[src/rtl/mem_arbiter_pkg.sv]
// Shared types and defaults for the two-port memory arbiter.
// Imported by the interface, the picker and the arbiter top.
package mem_arb_pkg;

    localparam int N_REQ      = 2;
    localparam int ADDR_W_DEF = 32;
    localparam int DATA_W_DEF = 32;

    typedef enum logic [1:0] {
        IDLE   = 2'd0,
        ACCESS = 2'd1,
        RESP   = 2'd2
    } state_t;

    function automatic logic [N_REQ-1:0] onehot(input logic idx);
        logic [N_REQ-1:0] v;
        v      = '0;
        v[idx] = 1'b1;
        return v;
    endfunction

endpackage

[src/rtl/mem_arbiter_if.sv]
// Requester and memory bus of the arbiter.
// slave = arbiter side, master = requesters plus memory.
interface mem_arbiter_if
    import mem_arb_pkg::*;
#(
    parameter int ADDR_W = ADDR_W_DEF,
    parameter int DATA_W = DATA_W_DEF
) ();

    logic [N_REQ-1:0]             req;
    logic [N_REQ-1:0]             req_we;
    logic [N_REQ-1:0][ADDR_W-1:0] req_addr;
    logic [N_REQ-1:0][DATA_W-1:0] req_wdata;
    logic [N_REQ-1:0]             gnt;
    logic [N_REQ-1:0]             rvalid;
    logic [DATA_W-1:0]            rdata;
    logic [ADDR_W-1:0]            mem_address;
    logic [DATA_W-1:0]            mem_data_out;
    logic                         mem_we;
    logic [DATA_W-1:0]            mem_data_in;

    modport slave (
        input  req, req_we, req_addr, req_wdata,
        input  mem_data_in,
        output gnt, rvalid, rdata,
        output mem_address, mem_data_out, mem_we
    );

    modport master (
        output req, req_we, req_addr, req_wdata,
        output mem_data_in,
        input  gnt, rvalid, rdata,
        input  mem_address, mem_data_out, mem_we
    );

endinterface

[src/rtl/mem_arbiter_rr_pick.sv]
// Round-robin choice between two requesters.
// On a tie the requester that did not win last time goes.
module rr_pick
    import mem_arb_pkg::*;
(
    input  logic [N_REQ-1:0] req,
    input  logic             last,
    output logic             valid,
    output logic             idx
);

    always_comb begin
        valid = |req;
        idx   = 1'b0;
        case (req)
            2'b11:   idx = ~last;
            2'b10:   idx = 1'b1;
            default: idx = 1'b0;
        endcase
    end

endmodule

[src/rtl/mem_arbiter.sv]
// Two-requester arbiter for one synchronous-read memory.
// Fixed IDLE -> ACCESS -> RESP cycle; all outputs registered.
module mem_arbiter
    import mem_arb_pkg::*;
#(
    parameter int ADDR_W = ADDR_W_DEF,
    parameter int DATA_W = DATA_W_DEF
) (
    input  logic         clk,
    input  logic         reset,
    mem_arbiter_if.slave bus
);

    state_t state, state_n;

    logic              last_q, last_n;
    logic              sel_q, sel_n;
    logic              wr_q, wr_n;
    logic [N_REQ-1:0]  gnt_q, gnt_n;
    logic [N_REQ-1:0]  rvalid_q, rvalid_n;
    logic [ADDR_W-1:0] addr_q, addr_n;
    logic [DATA_W-1:0] dout_q, dout_n;
    logic [DATA_W-1:0] rdata_q, rdata_n;
    logic              we_q, we_n;
    logic              pick_valid;
    logic              pick_idx;

    rr_pick u_pick (
        .req   (bus.req),
        .last  (last_q),
        .valid (pick_valid),
        .idx   (pick_idx)
    );

    always_comb begin
        state_n  = state;
        last_n   = last_q;
        sel_n    = sel_q;
        wr_n     = wr_q;
        gnt_n    = '0;
        rvalid_n = '0;
        we_n     = 1'b0;
        dout_n   = '0;
        addr_n   = addr_q;
        rdata_n  = rdata_q;
        unique case (state)
            IDLE: begin
                if (pick_valid) begin
                    state_n = ACCESS;
                    last_n  = pick_idx;
                    sel_n   = pick_idx;
                    wr_n    = bus.req_we[pick_idx];
                    gnt_n   = onehot(pick_idx);
                    we_n    = bus.req_we[pick_idx];
                    addr_n  = bus.req_addr[pick_idx];
                    if (bus.req_we[pick_idx])
                        dout_n = bus.req_wdata[pick_idx];
                end
            end
            ACCESS: begin
                state_n = RESP;
            end
            RESP: begin
                state_n  = IDLE;
                rvalid_n = onehot(sel_q);
                // memory returns data one cycle after the address
                if (!wr_q)
                    rdata_n = bus.mem_data_in;
            end
            default: begin
                state_n = IDLE;
            end
        endcase
    end

    always_ff @(posedge clk) begin
        if (reset) begin
            state    <= IDLE;
            last_q   <= 1'b1;
            sel_q    <= 1'b0;
            wr_q     <= 1'b0;
            gnt_q    <= '0;
            rvalid_q <= '0;
            we_q     <= 1'b0;
            addr_q   <= '0;
            dout_q   <= '0;
            rdata_q  <= '0;
        end else begin
            state    <= state_n;
            last_q   <= last_n;
            sel_q    <= sel_n;
            wr_q     <= wr_n;
            gnt_q    <= gnt_n;
            rvalid_q <= rvalid_n;
            we_q     <= we_n;
            addr_q   <= addr_n;
            dout_q   <= dout_n;
            rdata_q  <= rdata_n;
        end
    end

    assign bus.gnt          = gnt_q;
    assign bus.rvalid       = rvalid_q;
    assign bus.rdata        = rdata_q;
    assign bus.mem_address  = addr_q;
    assign bus.mem_data_out = dout_q;
    assign bus.mem_we       = we_q;

endmodule

[src/flat_wrapper.sv]
// flat-port wrapper written by rule: the top's interface ports become plain ports
module mem_arbiter_flat import mem_arb_pkg::*;
#(
    parameter int ADDR_W = ADDR_W_DEF,
    parameter int DATA_W = DATA_W_DEF
)
  (clk, reset, bus_req, bus_req_we, bus_req_addr, bus_req_wdata, bus_mem_data_in, bus_gnt, bus_rvalid, bus_rdata, bus_mem_address, bus_mem_data_out, bus_mem_we);
  mem_arbiter_if #(.ADDR_W(ADDR_W), .DATA_W(DATA_W)) bus_i ();
  input  logic clk;
  input  logic reset;
  input wire logic [$bits(bus_i.req)-1:0] bus_req;
  input wire logic [$bits(bus_i.req_we)-1:0] bus_req_we;
  input wire logic [$bits(bus_i.req_addr)-1:0] bus_req_addr;
  input wire logic [$bits(bus_i.req_wdata)-1:0] bus_req_wdata;
  input wire logic [$bits(bus_i.mem_data_in)-1:0] bus_mem_data_in;
  output wire logic [$bits(bus_i.gnt)-1:0] bus_gnt;
  output wire logic [$bits(bus_i.rvalid)-1:0] bus_rvalid;
  output wire logic [$bits(bus_i.rdata)-1:0] bus_rdata;
  output wire logic [$bits(bus_i.mem_address)-1:0] bus_mem_address;
  output wire logic [$bits(bus_i.mem_data_out)-1:0] bus_mem_data_out;
  output wire logic [$bits(bus_i.mem_we)-1:0] bus_mem_we;
  assign bus_i.req = bus_req;
  assign bus_i.req_we = bus_req_we;
  assign bus_i.req_addr = bus_req_addr;
  assign bus_i.req_wdata = bus_req_wdata;
  assign bus_i.mem_data_in = bus_mem_data_in;
  assign bus_gnt = bus_i.gnt;
  assign bus_rvalid = bus_i.rvalid;
  assign bus_rdata = bus_i.rdata;
  assign bus_mem_address = bus_i.mem_address;
  assign bus_mem_data_out = bus_i.mem_data_out;
  assign bus_mem_we = bus_i.mem_we;
  mem_arbiter #(.ADDR_W(ADDR_W), .DATA_W(DATA_W)) u_core (.clk(clk), .reset(reset), .bus(bus_i));
endmodule
[config.mk]
export PLATFORM = sky130hd
export DESIGN_NAME = mem_arbiter_flat
export DESIGN_NICKNAME = d
export VERILOG_FILES = /design/src/rtl/mem_arbiter_pkg.sv /design/src/rtl/mem_arbiter_if.sv /design/src/rtl/mem_arbiter_rr_pick.sv /design/src/rtl/mem_arbiter.sv /design/src/flat_wrapper.sv
export SDC_FILE = /design/constraint.sdc
export NUM_CORES = 1
export LEC_CHECK = 0
export ABC_AREA = 0
export BUFFER_PORTS_ARGS = -buffer_cell sky130_fd_sc_hd__buf_2
export CAP_MARGIN = 5
export CORE_ASPECT_RATIO = 0.5
export CORE_MARGIN = 3
export CORE_UTILIZATION = 40
export DETAILED_ROUTE_END_ITERATION = 12
export PLACE_DENSITY = 0.75
export REMOVE_ABC_BUFFERS = 1
export SETUP_SLACK_MARGIN = 0.15
export SLEW_MARGIN = 20
export SYNTH_ARGS = -nofsm -noshare
export SYNTH_HDL_FRONTEND = slang
export SYNTH_SLANG_ARGS = --single-unit
[constraint.sdc]
create_clock -name clk -period 1.43 [get_ports clk]
set_input_delay 0.2145 -clock clk [delete_from_list [all_inputs] [get_ports clk]]
set_output_delay 0.2145 -clock clk [all_outputs]
set_load 0.02 [all_outputs]
## After elaboration in Yosys (flattened, before gate mapping)

Cells that the tools add are included.
Widths: inputs -> output; s select.

- Reduce and logical (&&, ||, !) cells: 9
- Equality and inequality tests: 5
- Mux-type cells: 13
- Bitwise gates (word level): 6
- $lt $le $gt $ge: 4

Operators with widths:

| cell | count |
|---|---|
| $mux 32 | 4 |
| $eq 2x2->1 const B | 3 |
| $not 1->1 | 6 |
| $lt 1x2->1 const B | 2 |
| $mux 1 | 4 |
| $pmux 2 s2 | 1 |
| $reduce_and 2->1 | 2 |
| $reduce_or 2->1 | 2 |
| $reduce_or 4->1 | 1 |
| $reduce_or 3->1 | 1 |
| $demux 1 s1 | 2 |
| $eq 2x1->1 const B | 1 |
| $ge 1x1->1 const B | 2 |
| $logic_and 1x1->1 | 2 |
| $logic_not 2->1 | 1 |
| $mux 2 | 1 |
| $ne 2x1->1 const B | 1 |
| $pmux 1 s2 | 1 |

- Logic and storage cells: 47
- Output and inout port bits: 101
- Bits of input ports: 166
- Bits in registers: 106

## Longest topological paths before layout

Gate-level depths: netlist (run 1).

- Depth after elaboration: 6
- Mapped depth: 5
- Mapped depth without buffers: 3

## Modules after synthesis

From an unflattened synthesis (run 1), not the netlist that was laid out.

- Cells, all modules: 381
- Area, all modules: 3931.3 um^2

By module, submodules not included:

| module | times used | seq. area each (um^2) | area an instance (um^2) | cells an instance |
|---|---|---|---|---|
| mem_arbiter | 1 | 2122.0 | 3917.5 | 379 |
| rr_pick | 1 | 0.0 | 13.8 | 2 |

## Worst setup path after synthesis (run 1)

Ideal clock, no wire load.

- Path type: register -> register
- From: register u_core.state[1]
- To: register u_core.rdata_q[0], in the netlist u_core.bus.rdata[0]
- Library setup time: 132 ps
- Clock period less this slack: 1229 ps
- Path slack: 201 ps
- Data arrival time: 1097 ps
- Cell stages (with the launch flop): 6
- Buffers on the path: 2
- Path through: dfxtp_1 or3b_1 clkbuf_1 buf_2 nand2_1 a21oi_1

- Longest elaborated chain between the ends: 2

Ends and longest elaborated chain:

| what | RTL line | source |
|---|---|---|
| start, declared | mem_arbiter.sv:14 | `state_t state, state_n;` |
| start signal, assigned | mem_arbiter.sv:89 | `state <= state_n;` |
| $eq 2x2->1 | mem_arbiter.sv:46 | `unique case (state)` |
| $reduce_and 2->1 (no line) | -- |  |
| end signal, assigned | mem_arbiter.sv:98 | `rdata_q <= rdata_n;` |
| end, declared | mem_arbiter.sv:23 | `logic [DATA_W-1:0] rdata_q, rdata_n;` |

No other way between the ends.
A chain may end at the register's enable or synchronous reset.

## Worst setup path in the final report (run 1)

- From: register u_core.state[1]
- To: register u_core.addr_q[27], in the netlist u_core.bus.mem_address[27]

- Longest elaborated chain between the ends: 2

Ends and longest elaborated chain:

| what | RTL line | source |
|---|---|---|
| $logic_not 2->1 | mem_arbiter.sv:46 |  |
| $reduce_and 2->1 (no line) | -- |  |
| end signal, assigned | mem_arbiter.sv:96 | `addr_q <= addr_n;` |
| end, declared | mem_arbiter.sv:21 | `logic [ADDR_W-1:0] addr_q, addr_n;` |

No other way between the ends.

==> results of run 1 <==
==> how the worst min path moves through the flow <==
stage | startpoint | to | slack, ns
floorplan | reset | u_core.wr_q | 0.28
global placement | u_core.sel_q | u_core.bus.rvalid[0] | 0.43
detailed placement | u_core.sel_q | u_core.bus.rvalid[0] | 0.44
CTS | bus_mem_data_in[13] | u_core.bus.rdata[13] | 0.1
global route | bus_mem_data_in[12] | u_core.bus.rdata[12] | 0.10
finish | bus_mem_data_in[5] | u_core.bus.rdata[5] | 0.11
==> flip-flops by register name, indices dropped and copies added (netlist names) <==
name,count
u_core.sel_q,1
u_core.bus.mem_address,32
u_core.wr_q,1
u_core.state,2
u_core.bus.mem_data_out,32
u_core.last_q,1
u_core.bus.gnt,2
u_core.bus.mem_we,1
u_core.bus.rvalid,2
u_core.bus.rdata,32
==> stage by stage <==
stage                     hold slack, ns  instances
after floorplan                   0.2791        452
after global placement            0.4305        875
after detailed placement          0.4367        875
after CTS                        0.09779        892
after global routing              0.1033        899
final                             0.1070        899
==> worst max-delay path, stage by stage (launching register included) <==
cell      delay (ns)
dfxtp_2         0.35
o21ba_4         0.27
buf_8           0.18
a21oi_1         0.11
a311oi_1        0.32
==> layout make-up <==
| cell class | instances | area (sq um) |
|---|---|---|
| inverter | 3 | 11.26 |
| clock buffer | 10 | 239.0 |
| timing repair buffer | 290 | 1678 |
| sequential | 106 | 2126 |
| clock inverter | 6 | 42.54 |
| tap | 140 | 175.2 |
| fill | 948 | 4168 |
| multi-input combinational | 344 | 1938 |
==> cell usage after synthesis <==
cell type,n
a211oi_2,1
a21bo_2,2
a21boi_2,1
a21oi_1,98
a311oi_1,4
a311oi_2,28
a31oi_1,1
and2_4,1
and3_1,1
buf_1,1
buf_2,25
buf_4,5
buf_6,6
clkbuf_1,15
dfxtp_1,106
inv_1,3
mux2i_1,1
nand2_1,129
nand2_2,1
nand3_1,65
nor2_1,5
nor3_1,1
nor3b_2,1
o21ai_0,1
o21ba_4,1
or3b_1,1
==> routing by layer <==
layer	vias to the layer above	GRT usage (%)
met3	33	5.360
met2	164	38.38
met5	-	0
met1	2175	23.73
met4	2	7.467
li1	2241	-
==> logic make-up (layout without fill, tap and decap cells) <==
family                 after synthesis  after routing
AO/OA/AOI/OAI                      137            137
buffers and inverters               55            309
flip-flops                         106            106
multiplexers                         1              1
AND/OR/NAND/NOR                    205            206
==> repair_timing <==
| action | CTS | global route |
|---|---|---|
| resized for setup | 9 | 6 |
| buffers inserted | 0 | 5 |
| endpoints found under the setup margin | 73 | 69 |
| gates cloned | 1 | 2 |
| pin swaps | 0 | 0 |
==> report_power, final <==
group	leakage (uW)	switching [uW]	internal, uW
clock	0.000134	1100	1230
combinational	0.00189	936	669
sequential	0.000868	97.2	3150
==> results.md, run 1 <==
* Status: complete, no violations
* Peak Freq at 0.7430 GHz
* Fin. Hold Viols at 0
* Crit. End Element: flip-flop
* Worst-skew pair later-pin latency at 0.34 ns
* Syn Area/Cell at 8.585 sq um
* Max Cap Violations at 0
* ANT nets after route at 0
* Worst Tran Pin Value at 0.3847 ns
* R2R Path Start: u_core.state[1]
* Initial antenna violation count at 1
* Synth Area in Compound Gates at 23.51%
* Gate Count Post-Synth at 504
* Reg2Reg Depth at 4
* Post-synthesis sequential area ratio at 49.05%
* CTS H-Tree Depth at 3
* Met3 wire length at 865 um
* Met1 wire length at 5315 um
* Hpwl dp at 9568 um
* Nets at 920
* Distinct cells, synth at 26
* Placed instance area at 5772 sq um
* Post-synthesis xor/xnor area fraction at 0%
* Critical path startpoint: u_core.state[1]
* Synth Cell Area at 4327 sq um
* Max Clock Skew at 0.007826 ns
* Setup_tns at 0 ns
* Final slew viol count at 0
* Final wirelength at 13900 um
* Adder-cell area share of the yosys netlist at 0%
* DR WL met2 at 7312 um
* Setup WS pre-CTS at -0.002520 ns
* Leakage at 0.002891 uW
* CTS buffer count at 9
* PortBufs at 266
* Clk sink count at 106
* Initial Utilization at 41.69%
* HP Class: in2reg
* CP endpoint: u_core.bus.mem_address[27]
* # diodes at 0
* PwrDens at 1157 nW/um^2
* Most common cell after layout, fill and taps aside: buf_2
* Root buffer cell: clkbuf_16
* Worst R2R Setup Slack at 0.08 ns
* Num rows at 26
* Crit path max fanout at 20
* Most frequent cells in the layout: 266 x buf_2, 129 x nand2_1, 103 x dfxtp_1, 97 x a21oi_1, 65 x nand3_1
* Pre-antenna DRT Iters at 5
* Clock transition at path regs at 0.07 ns
* Final critical-path share of the clock period at 94.11%
* Vias in the first global route at 4396
* Total grt overflow at 0
* Tmin final at 1.346 ns
* Hold path depth at 3
* Final setup fails at 0
* Worst Path Required at 1.66 ns
* Largest net degree at the start of global routing at 69
* Io pins at 267
* Setup ws final at 0.08419 ns
* Simple-gate share of the synthesized area at 20.24%
* Top cell type's share of synthesized area at 49.05%
* DRT iter0 DRCs at 375
* First-pass GRT wire length at 21110 um
* Crit path launch type: flip-flop
* Register bit total from synthesis at 106
* Die ar. at 12180 sq um
* Vias at 4615
* Peak VDD IR at 0.6893 mV
* Reg2Reg Capture Point: u_core.bus.mem_address[27]
* Area leader, netlist: dfxtp_1
* Final Core Density at 59.84%
* GRT Util Overall at 20.86%
* Largest family of logic cells by synthesized area: compound AO/OA/AOI/OAI gates
* YS warnings at 0
* Critical path class: reg2reg
* Synth area leaders: dfxtp_1 49%, a21oi_1 11%, nand2_1 11%, a311oi_2 9.7%, nand3_1 7.5%
* Hold buffers post-CTS at 0
* Routed WL per cell at 15.46 um
* Slew HR at 74.35%
* Multiplexer area fraction after synthesis at 0.2313%
* GP Congestion at 0.8077
* RSZ-0062 raised after global routing: yes
* Critical Path AT at 1.57 ns
* Worst-case clock buffer depth at 2
* Core area at 10380 sq um
* Final Total Pwr at 7183 uW
* Layout area overhead at 43.52%
* TritonCTS clock tree: done
* Finished layout cell area at 6210 sq um
* Via-per-instance ratio at 5.133
* DRC viols at 0
* Die X at 153.1 um
* Top layer used by detailed routing: met5
* Share of layout cells above drive strength 1 at 45.85%
* Die Y at 79.54 um
(Power assumes the default switching activity.)
==> run 2, diff against run 1 <==
CORE_UTILIZATION = 43   (was 40)
PLACE_DENSITY = 0.8   (was 0.75)
==> run 2 against run 1 <==
Global-route usage increased by 2.2 points. Sequential share of layout area decreased by 1.6 points. Core utilization increased by 8.0 points. Clock power about the same. Sequential cell count unchanged. Sequential power about the same. Worst setup slack improved by 0.036 ns. Highest routed layer is now met4.
==> results.md, run 2 (synthesis results as in run 1) <==
* Setup WS pre-CTS at 0.01058 ns (+0.01310 ns)
* Largest net degree at the start of global routing at 43 (-38%)
* Most common cell after layout, fill and taps aside: buf_2
* Routed WL per cell at 16.34 um (+5.7%)
* Tmin final at 1.310 ns (-0.03563 ns)
* Hpwl dp at 9343 um (-2.3%)
* Root buffer cell: clkbuf_16
* Final critical-path share of the clock period at 91.62% (-2.5 points)
* Num rows at 25 (-3.8%)
* Max Cap Violations at 0 (unchanged)
* Io pins at 267 (unchanged)
* Setup ws final at 0.1198 ns (+0.03563 ns)
* Hold buffers post-CTS at 0 (unchanged)
* Worst Path Required at 1.68 ns (+0.02 ns)
* Leakage at 0.003027 uW (+4.7%)
* PwrDens at 1134 nW/um^2 (-2.0%)
* Fin. Hold Viols at 0 (unchanged)
* GP Congestion at 0.8134 (+0.71%)
* Finished layout cell area at 6514 sq um (+4.9%)
* GRT Util Overall at 23.04% (+2.2 points)
* Hold Crit Endpoint: u_core.bus.rdata[31]
* First-pass GRT wire length at 21630 um (+2.5%)
* Die Y at 76.93 um (-3.3%)
* Final slew viol count at 0 (unchanged)
* RSZ-0062 raised after global routing: yes
* Worst Tran Pin Value at 0.3746 ns (-0.01004 ns)
* Die X at 147.9 um (-3.4%)
* Min-delay src: bus_mem_data_in[31]
* Via-per-instance ratio at 5.284 (+2.9%)
* Max Clock Skew at 0.006930 ns (-0.0008963 ns)
* Crit. End Element: flip-flop
* Peak VDD IR at 0.5927 mV (-14%)
* Layout area overhead at 50.55%
* Vias at 4798 (+4.0%)
* Final setup fails at 0 (unchanged)
* Nets at 934 (+1.5%)
* Crit path launch type: flip-flop
* Worst R2R Setup Slack at 0.12 ns (+0.04 ns)
* Clock transition at path regs at 0.07 ns (about the same)
* Die ar. at 11370 sq um (-6.6%)
* Most frequent cells in the layout: 266 x buf_2, 129 x nand2_1, 103 x dfxtp_1, 95 x a21oi_1, 65 x nand3_1
* Peak Freq at 0.7633 GHz (+2.7%)
* Reg2Reg Depth at 5 (+1)
* Reg2Reg Capture Point: u_core.bus.mem_address[20]
* CTS H-Tree Depth at 3 (unchanged)
* Slew HR at 75.02% (+0.67 points)
* Critical path class: reg2reg
* Total grt overflow at 0 (unchanged)
* PortBufs at 266 (unchanged)
* DRT iter0 DRCs at 280 (-25%)
* CTS buffer count at 9 (unchanged)
* # diodes at 0 (unchanged)
* Core area at 9603 sq um (-7.5%)
* Worst-skew pair later-pin latency at 0.34 ns (about the same)
* DRC viols at 0 (unchanged)
* Initial Utilization at 45.06% (+3.4 points)
* Critical Path AT at 1.56 ns (about the same)
* ANT nets after route at 0 (unchanged)
* Non-Filler Instances at 908 (+1.0%)
* Worst-case clock buffer depth at 2 (unchanged)
* TritonCTS clock tree: done
* Placed instance area at 5788 sq um (+0.28%)
* Initial antenna violation count at 0 (-1)
* Crit path max fanout at 11 (-45%)
* Placed Instances at 873 (-0.23%)
* Vias in the first global route at 4416 (+0.45%)
* R2R Path Start: u_core.last_q
* Clk sink count at 106 (unchanged)
* Hold path depth at 3 (unchanged)
* Fill count at 768 (-19%)
* HP Class: in2reg
* Status: complete, no violations
* Pre-antenna DRT Iters at 5 (unchanged)
* Final wirelength at 14830 um (+6.7%)
* Share of layout cells above drive strength 1 at 47.22% (+1.4 points)
-- run 2: how the worst max path moves through the flow --
stage                          from  depth (start not counted)  slack [ns]                          to
CTS                 u_core.state[1]                          4        0.16  u_core.bus.mem_address[25]
finish                u_core.last_q                          5        0.12  u_core.bus.mem_address[20]
detailed placement  u_core.state[1]                          3        0.01  u_core.bus.mem_address[14]
global route          u_core.last_q                          5        0.07  u_core.bus.mem_address[20]
global placement    u_core.state[1]                          3        0.05  u_core.bus.mem_address[19]
floorplan             u_core.last_q                          3       -0.84   u_core.bus.mem_address[0]
-- run 2: layout make-up --
class	instances	area, sq um	area share [%]
clock buffer	11	242.7	3.726
clock inverter	5	40.04	0.6147
inverter	3	11.26	0.1729
multi-input combinational	344	1966	30.18
sequential	106	2128	32.67
tap	135	168.9	2.593
timing repair buffer	304	1957	30.04
-- run 2: critical path: stages, from the launching register on --
cell       delay [ns]
dfxtp_2          0.35
a21boi_4         0.19
buf_4            0.17
clkbuf_16        0.16
nand2_1          0.08
a311oi_2         0.26
-- run 2: routing by layer --
layer / global-route usage (%) / share of wire, % / up-vias
met5: 0 / 0 / -
met4: 6.820 / 2.0 / 0
met3: 6.375 / 8.7 / 32
met2: 40.43 / 50 / 236
met1: 27.74 / 39 / 2246
li1: - / - / 2284
-- run 2: power breakdown --
group / internal, uW / switching, uW
Clock: 1240 / 1110
Combinational: 798 / 990
Sequential: 3150 / 106
-- run 2: metrics by stage --
step                      total power [uW]  util [%]  TNS, ns  hold slack [ns]
final                                 7388     67.83        0           0.1040
after floorplan                       4086         -   -57.76           0.2791
after global placement                4785     60.27        0           0.4321
after detailed placement              4808     60.27        0           0.4329
after global routing                  7697     67.83        0           0.1048
after CTS                             7167     63.79        0          0.09481
-- run 2: timing repair --
item                       in CTS  in global routing
cloned                          2                 10
resized for setup               6                 17
setup buffers                   0                  7
pin swaps                       0                  5
setup endpoints to repair      75                 89
